**src/rtl/cadder_operand_sequencer.sv**
```systemverilog
// Operand collector and result returner for the 8-operand combinational adder.
// Gathers N beats into slots, lets the external adder settle, then offers its sum.
module cadder_operand_sequencer #(
   parameter int W      = 8,
   parameter int N      = 8,
   parameter int SETTLE = 1
) (
   input  logic           clk,
   input  logic           rst,
   input  logic           in_valid,
   output logic           in_ready,
   input  logic [W-1:0]   in_data,
   output logic [N*W-1:0] add_opnd,
   input  logic [W-1:0]   add_sum,
   output logic           out_valid,
   input  logic           out_ready,
   output logic [W-1:0]   out_sum,
   output logic           busy
);

   localparam int CW = (N > 1) ? $clog2(N) : 1;
   localparam int SW = (SETTLE > 1) ? $clog2(SETTLE) : 1;

   typedef enum logic [1:0] {ST_LOAD, ST_SETTLE, ST_HOLD} state_e;

   state_e                state_q, state_d;
   logic [CW-1:0]         cnt_q, cnt_d;
   logic [SW-1:0]         set_q, set_d;
   logic [W-1:0]          sum_q, sum_d;
   logic [N-1:0][W-1:0]   opnd_q;

   logic accept, deliver, last_beat, settle_done;

   assign accept      = in_valid & in_ready;
   assign deliver     = out_valid & out_ready;
   assign last_beat   = (cnt_q == CW'(N - 1));
   assign settle_done = (set_q == '0);

   always_ff @(posedge clk) begin
      if (rst) state_q <= ST_LOAD;
      else     state_q <= state_d;
   end

   always_comb begin
      state_d = state_q;
      case (state_q)
         ST_LOAD:   if (accept && last_beat) state_d = ST_SETTLE;
         ST_SETTLE: if (settle_done)         state_d = ST_HOLD;
         ST_HOLD:   if (deliver)             state_d = ST_LOAD;
         default:                            state_d = ST_LOAD;
      endcase
   end

   // Handshake outputs depend on state only, so no comb path from in_valid/out_ready.
   always_comb begin
      in_ready  = (state_q == ST_LOAD);
      out_valid = (state_q == ST_HOLD);
      busy      = (state_q == ST_SETTLE) || (state_q == ST_HOLD);
   end

   always_comb begin
      cnt_d = cnt_q;
      set_d = set_q;
      sum_d = sum_q;
      if (accept) begin
         if (last_beat) begin
            cnt_d = '0;
            set_d = SW'(SETTLE - 1);
         end else begin
            cnt_d = cnt_q + 1'b1;
         end
      end
      if (state_q == ST_SETTLE) begin
         if (settle_done) sum_d = add_sum;
         else             set_d = set_q - 1'b1;
      end
   end

   always_ff @(posedge clk) begin
      if (rst) begin
         cnt_q  <= '0;
         set_q  <= '0;
         sum_q  <= '0;
         opnd_q <= '0;
      end else begin
         cnt_q <= cnt_d;
         set_q <= set_d;
         sum_q <= sum_d;
         if (accept) opnd_q[cnt_q] <= in_data;
      end
   end

   assign add_opnd = opnd_q;
   assign out_sum  = sum_q;

endmodule
```
**config.mk**
```make
export PLATFORM = sky130hd
export DESIGN_NAME = cadder_operand_sequencer
export DESIGN_NICKNAME = d
export VERILOG_FILES = /design/src/rtl/cadder_operand_sequencer.sv
export SDC_FILE = /design/constraint.sdc
export NUM_CORES = 1
export LEC_CHECK = 0
export ABC_AREA = 1
export CAP_MARGIN = 30
export CELL_PAD_IN_SITES_DETAIL_PLACEMENT = 0
export CELL_PAD_IN_SITES_GLOBAL_PLACEMENT = 1
export CORE_MARGIN = 2
export CORE_UTILIZATION = 29
export DETAILED_ROUTE_END_ITERATION = 8
export GPL_ROUTABILITY_DRIVEN = 0
export PLACE_DENSITY = 0.84
export SYNTH_ARGS = -nofsm -noshare
export SYNTH_HDL_FRONTEND = slang
export SYNTH_SLANG_ARGS = --single-unit
```
**constraint.sdc**
```tcl
create_clock -name clk -period 1.3 [get_ports clk]
set_input_delay 0.26 -clock clk [delete_from_list [all_inputs] [get_ports clk]]
set_output_delay 0.26 -clock clk [all_outputs]
set_load 0.005 [all_outputs]
```
==> out/metrics.cfg, run 1 <==
[run_status]
status = finished, violations left
failed_checks = negative setup slack

[clock_network]
clock_insertion_delay_worst_skew_ns = 0.34
cts.root.buffer_cell = clkbuf_8
postCtsHoldBufs = 0
deepest_level_of_the_cts_h_tree = 3
cts.sinks = 78
tritoncts = yes
cts_inserted_buffers = 9
ctsLongestPathBuffers = 2
clkTransAtPathRegs_ns = 0.08

[synth]
yosysWarnings = 0
post-synth-top-count-cell = nor2_1
synthesis.area_um2 = 2850
synthesis.nets = 394
post_synth_main_area_contributors = dfxtp_1 (55%), nor2_1 (20%), o21ai_0 (10%)
synthDominantAreaCellType = dfxtp_1
async_flop_share_pct = 0
ff_latch_count_synth = 78
ys_dominant_reg_cell = dfxtp_1
postSynthAreaPerCell_um2 = 7.75
yosys.area.top_type_share_pct = 54.8
synth-edff-count = 0
netlist_instances = 368
synth_sequential_area_ratio_pct = 54.8
ys_types = 19
ys_top_cells_by_count = nor2_1 (152), dfxtp_1 (78), o21ai_0 (58)

[global_routing]
maximum_number_of_pins_on_one_net_before_global_route_repair = 67
first_global_vias = 2619
global_route.usage.total_pct = 16.1
grt_pass1_wl_um = 13000
initial_antenna_violation_count = 0
globalRouteOverflowTotal = 0

[setup_path]
cp_slowest_cell = dfxtp_2
criticalPathCategory = flip-flop to flip-flop
worstPathCellList = inv_2 > ha_4 > buf_6 > nand2_8 > nor2_4 > buf_6 > nand2_8 > o21ai_1 > nor2_1
setup.worst_path.start_class = flip-flop
critical-path-max-stage-delay_ns = 0.33
cp.arrival_ns = 1.69
endpoint_kind = flip-flop
worst_ep_required_time_ns = 1.54
crit_fanout = 4

[routing]
drt_total_wl_um = 8360
detailroute.via_count = 2842
vias_per_std_cell = 4.46
post-route-drc-count = 0
drt_first_iter_violations = 55
drtPass1Iterations = 4
ant_nets = 0
wire_per_inst_um = 13.1

[final_layout]
fraction_of_layout_cells_with_a_size_suffix_above_1_pct = 34.7
num_antenna_cells = 0
design_area_um2 = 4850
flow.area_growth_from_synthesis_pct = 70.0
fill_cells = 969
finish.net_count = 525

[timing]
setup-tns-final_ns = -7.26
final_period_minus_worst_setup_slack_ns = 1.45
rsz0062_at_grt = true
fmax_mhz = 687
fin_skew_ns = 0.00640
fin_crit_sh_pct = 112
report.final.hold_viol_count = 0
final_number_of_max_transition_violations = 0
final.setup.worst_slack_ns = -0.155
timing.final.setup_violations = 67
timing.slew.headroom_pct = 70.5
tightest_slew_ns = 0.442

[floorplanning]
placeableCoreArea_um2 = 9640
die-area_um2 = 10600
top_level_ports = 95
initial_utilization_pct = 29.6
die_y_um = 103
floorplan.die.width_um = 103
fp-row-count = 36

[pwr]
power.static_leakage_nw = 2.21
p_per_area_nw_per_um2 = 1250
totalPowerFinal_mw = 6.07
ir_drop_mv = 0.555

[placement]
dp_slack_ns = -0.335
instance_area_at_placement_um2 = 4090
dp_hpwl_um = 5470
io_buffers = 94

[flow_run]
drv.max_cap_violation_count = 0

[hold_path]
hold_path_class = flip-flop to flip-flop

## repair_timing
| item | CTS | global route |
|---|---|---|
| gates resized for setup | 253 | 55 |
| endpoints found under the setup margin | 141 | 74 |
| gates cloned | 4 | 1 |
| pin swaps | 9 | 36 |
| buffers inserted | 11 | 1 |
## per-stage QoR
step | util [%] | std cells | hold slack, ns
after CTS | 48.4 | 636 | 0.481
after floorplan | - | 368 | 0.329
after detailed placement | 42.4 | 606 | 0.457
after global placement | 42.4 | 606 | 0.448
final | 50.3 | 637 | 0.461
after global routing | 50.3 | 637 | 0.489
## worst paths after layout
path	startpoint	endpoint	slack, ns	depth (start not counted)
setup / recovery	state_q[1]$_SDFFE_PP0P_	add_opnd[6]$_SDFFE_PP0P_	-0.15	9
hold / removal	add_opnd[61]$_SDFFE_PP0P_	add_opnd[61]$_SDFFE_PP0P_	0.46	2
setup reg to reg	state_q[1]$_SDFFE_PP0P_	add_opnd[6]$_SDFFE_PP0P_	-0.15	9
hold reg to reg	add_opnd[61]$_SDFFE_PP0P_	add_opnd[61]$_SDFFE_PP0P_	0.46	2
## final cells by class
class | instances | area [µm²] | area share [%]
Clock inverter | 3 | 42.5 | 0.878
Clock buffer | 13 | 159 | 3.28
Inverter | 22 | 163 | 3.36
Sequential cell | 78 | 1620 | 33.4
Multi-Input combinational cell | 265 | 1590 | 32.8
Timing Repair Buffer | 123 | 1110 | 22.8
Tap cell | 133 | 166 | 3.43
## power breakdown
group / switching [mW] / leakage [nW] / internal (mW)
registers: 0.125 / 0.654 / 2.59
logic: 0.815 / 1.46 / 0.702
clock network: 0.849 / 0.0996 / 0.991
total: 1.79 / 2.21 / 4.28
## kinds of logic (layout without fill, tap and decap cells)
logic type	after synthesis	after routing	share of synthesized area [%]
AO/OA/AOI/OAI	78	78	13.7
adder cells (fa/ha/maj)	6	6	2.63
buffers and inverters	30	161	4.04
flip-flops	78	78	54.8
AND/OR/NAND/NOR	176	181	24.8
## state kept, by name (all words and copies together) (netlist names)
signal    cells
out_sum       8
cnt_q         3
set_q         1
add_opnd     64
state_q       2
## worst max-delay path, delay by kind of cell, from the launching register on
kind | cells | cell delay [ns]
buffers and inverters | 3 | 0.35
flip-flops | 1 | 0.33
adder cells (fa/ha/maj) | 1 | 0.13
AO/OA/AOI/OAI | 1 | 0.14
AND/OR/NAND/NOR | 4 | 0.40
## layout by cell type, fill, tap and decap left out, types with 10 or more instances in the layout
cell type / synthesis / layout
nor2_1: 152 / 130
dlygate4sd2_1: 0 / 72
dfxtp_2: 0 / 45
o21ai_1: 16 / 42
dfxtp_1: 78 / 33
o21ai_2: 0 / 30
clkdlybuf4s50_1: 0 / 19
buf_4: 0 / 19
nor2_2: 0 / 17
inv_1: 13 / 11
clkbuf_8: 0 / 11
buf_6: 0 / 10
## per-layer routing
| metal | global-route usage [%] | wire [µm] | up-vias |
|---|---|---|---|
| li1 | - | - | 1454 |
| met5 | 0 | 0 | - |
| met2 | 27.0 | 3950 | 69 |
| met1 | 20.7 | 3820 | 1304 |
| met4 | 6.07 | 149 | 0 |
| met3 | 2.98 | 434 | 15 |
Note: power is estimated with default switching activity, not from simulation.
==> run 2: changes to the inputs <==
--- a/config.mk
+++ b/config.mk
@@ -9,7 +9,6 @@
 export CAP_MARGIN = 30
 export CELL_PAD_IN_SITES_DETAIL_PLACEMENT = 0
 export CELL_PAD_IN_SITES_GLOBAL_PLACEMENT = 1
-export CORE_MARGIN = 2
 export CORE_UTILIZATION = 29
 export DETAILED_ROUTE_END_ITERATION = 8
 export GPL_ROUTABILITY_DRIVEN = 0
==> run 2 against run 1 <==
  * The flow still finishes with violations (negative setup slack)
  * Global-route usage increased by 2.5 points
  * Setup slack got worse by 0.025 ns
  * Die area shrank 3.8%
  * Clock power up 17%
  * Cell count rose by 0.78%
  * First-iteration DRC count up 69%
  * Critical endpoint is now add_opnd[26]$_SDFFE_PP0P_
  * Largest cell class is now multi-input gates
  * Largest power group unchanged
==> out/metrics.cfg, run 2 (synthesis gave the netlist of run 1 again) <==
[run_status]
failed_checks = negative setup slack
status = finished, violations left

[routing]
vias_per_std_cell = 4.56  ; +2.2%
detailroute.via_count = 2926  ; +3.0%
post-route-drc-count = 0  ; unchanged
ant_nets = 0  ; unchanged
drt_first_iter_violations = 93  ; +69%
drt_total_wl_um = 8970  ; +7.4%
drtPass1Iterations = 4  ; unchanged
wire_per_inst_um = 14.0  ; +6.5%

[final_layout]
commonest_cells_after_routing_fill_and_taps_aside = nor2_1 (114), dlygate4sd2_1 (72), o21ai_2 (58), dfxtp_2 (44), dfxtp_1 (34)
fraction_of_layout_cells_with_a_size_suffix_above_1_pct = 45.2  ; +11 points
flow.area_growth_from_synthesis_pct = 86.2
max_reg_flops = 64  ; unchanged
instances_no_fill = 642  ; +0.78%
most_common_cell_after_layout_fill_and_taps_aside = nor2_1
fill_cells = 869  ; -10%
area_of_combinational_cells_with_multiple_inputs_um2 = 1880  ; +18%
finish.net_count = 534  ; +1.7%
seq_area_um2 = 1620  ; about the same
num_antenna_cells = 0  ; unchanged
final_core_occ_pct = 56.6  ; +6.4 points
design_area_um2 = 5310  ; +9.5%

[clock_network]
cts_inserted_buffers = 9  ; unchanged
cts.root.buffer_cell = clkbuf_8
clock_insertion_delay_worst_skew_ns = 0.35  ; about the same
deepest_level_of_the_cts_h_tree = 3  ; unchanged
postCtsHoldBufs = 0  ; unchanged
cts.sinks = 78  ; unchanged
tritoncts = yes
ctsLongestPathBuffers = 2  ; unchanged
clkTransAtPathRegs_ns = 0.08  ; about the same

[floorplanning]
top_level_ports = 95  ; unchanged
placeableCoreArea_um2 = 9370  ; -2.8%
die-area_um2 = 10200  ; -3.8%
floorplan.die.width_um = 101  ; -1.9%
fp-row-count = 35  ; -2.8%
die_y_um = 101  ; -1.9%
initial_utilization_pct = 30.4  ; +0.84 points

[timing]
fmax_mhz = 676  ; -1.7%
final_number_of_max_transition_violations = 0  ; unchanged
report.final.hold_viol_count = 0  ; unchanged
rsz0062_at_grt = true
setup-tns-final_ns = -8.50  ; -1.24 ns
fin_crit_sh_pct = 114  ; +1.9 points
tightest_slew_ns = 0.585  ; +0.143 ns
timing.slew.headroom_pct = 60.9  ; -9.6 points
final.setup.worst_slack_ns = -0.180  ; -0.0249 ns
timing.final.setup_violations = 68  ; +1.5%
final_period_minus_worst_setup_slack_ns = 1.48  ; +0.0249 ns
fin_skew_ns = 0.00598  ; -0.000425 ns

[global_routing]
first_global_vias = 2933  ; +12%
globalRouteOverflowTotal = 0  ; unchanged
maximum_number_of_pins_on_one_net_before_global_route_repair = 42  ; -37%
initial_antenna_violation_count = 0  ; unchanged
grt_pass1_wl_um = 14600  ; +12%
global_route.usage.total_pct = 18.6  ; +2.5 points

[placement]
io_buffers = 94  ; unchanged
instance_area_at_placement_um2 = 4090  ; unchanged
dpl.cell_count = 601  ; -0.83%
dp_slack_ns = -0.329  ; +0.00594 ns
dp_hpwl_um = 5520  ; +0.87%

[setup_path]
criticalPathCategory = flip-flop to flip-flop
worst_ep_required_time_ns = 1.55  ; about the same
setup.worst_path.start_class = flip-flop
endpoint_kind = flip-flop
crit_fanout = 8  ; +4
cp.arrival_ns = 1.73  ; +0.04 ns

[hold_path]
hold_path_class = flip-flop to flip-flop

[pwr]
ir_drop_mv = 0.798  ; +44%
p_per_area_nw_per_um2 = 1270  ; +0.96%
power.static_leakage_nw = 2.31  ; +4.3%

[flow_run]
drv.max_cap_violation_count = 0  ; unchanged

==> run 2: cell count changes in the layout (fill, tap and decap cells not counted), moves of 4 or more <==
cell,delta
buf_6,-4
o21ai_1,-29
nor2_4,+13
nand2_4,-4
o21ai_2,+28
nand2_8,+6
buf_4,+4
nor2_1,-16
buf_12,+6
==> run 2: final cells by class <==
| cell class | count | share of cell area, % |
|---|---|---|
| Multi-Input combinational cell | 267 | 35.4 |
| Clock inverter | 6 | 2.07 |
| Sequential cell | 78 | 30.5 |
| Timing Repair Buffer | 130 | 23.3 |
| Clock buffer | 10 | 2.40 |
| Tap cell | 129 | 3.04 |
| Inverter | 22 | 3.32 |
==> run 2: repair_timing <==
| item | 4_1_cts | 5_1_grt |
|---|---|---|
| pin swaps | 47 | 37 |
| endpoints found under the setup margin | 141 | 79 |
| gates cloned | 7 | 0 |
| hold endpoints to repair | 0 | 0 |
| resized for setup | 313 | 61 |
| setup buffers | 16 | 2 |
==> run 2: worst paths after layout <==
check                                              from                         to  slack, ns  depth (start not counted)
worst max-delay path            state_q[0]$_SDFFE_PP0P_  add_opnd[26]$_SDFFE_PP0P_      -0.18                         10
worst min-delay path                   set_q$_SDFF_PP0_           set_q$_SDFF_PP0_       0.46                          2
worst max register to register  state_q[0]$_SDFFE_PP0P_  add_opnd[26]$_SDFFE_PP0P_      -0.18                         10
worst min register to register         set_q$_SDFF_PP0_           set_q$_SDFF_PP0_       0.46                          2
==> run 2: critical path, stage by stage, from the launching register on <==
cell and delay (ns):
dfxtp_2 0.33, inv_2 0.07, ha_4 0.13, buf_6 0.11
nand2_8 0.06, nor2_4 0.13, buf_12 0.19, buf_8 0.12
nand2_8 0.07, o21ai_2 0.11, nor2_1 0.05
==> run 2: stage by stage <==
stage	total power [mW]	hold slack (ns)
after floorplan	3.23	0.329
after global placement	3.86	0.450
after detailed placement	3.88	0.452
after CTS	6.56	0.463
after global routing	7.05	0.483
final	6.72	0.463
==> run 2: routing by layer <==
layer  part of all wire [%]  up-vias  global-route usage [%]  routed length (µm)
li1                       -     1483                       -                   -
met1                     43     1364                    22.5                3880
met2                     51       72                    33.1                4590
met3                    4.9        7                    4.42                 439
met4                   0.76        0                    5.02                  68
met5                      0        -                       0                   0
==> run 2: where the power goes <==
part / internal, mW / leakage [nW] / switching [mW]
registers: 2.59 / 0.653 / 0.146
logic: 0.866 / 1.54 / 0.957
clock network: 1.27 / 0.112 / 0.885
total: 4.73 / 2.31 / 1.99
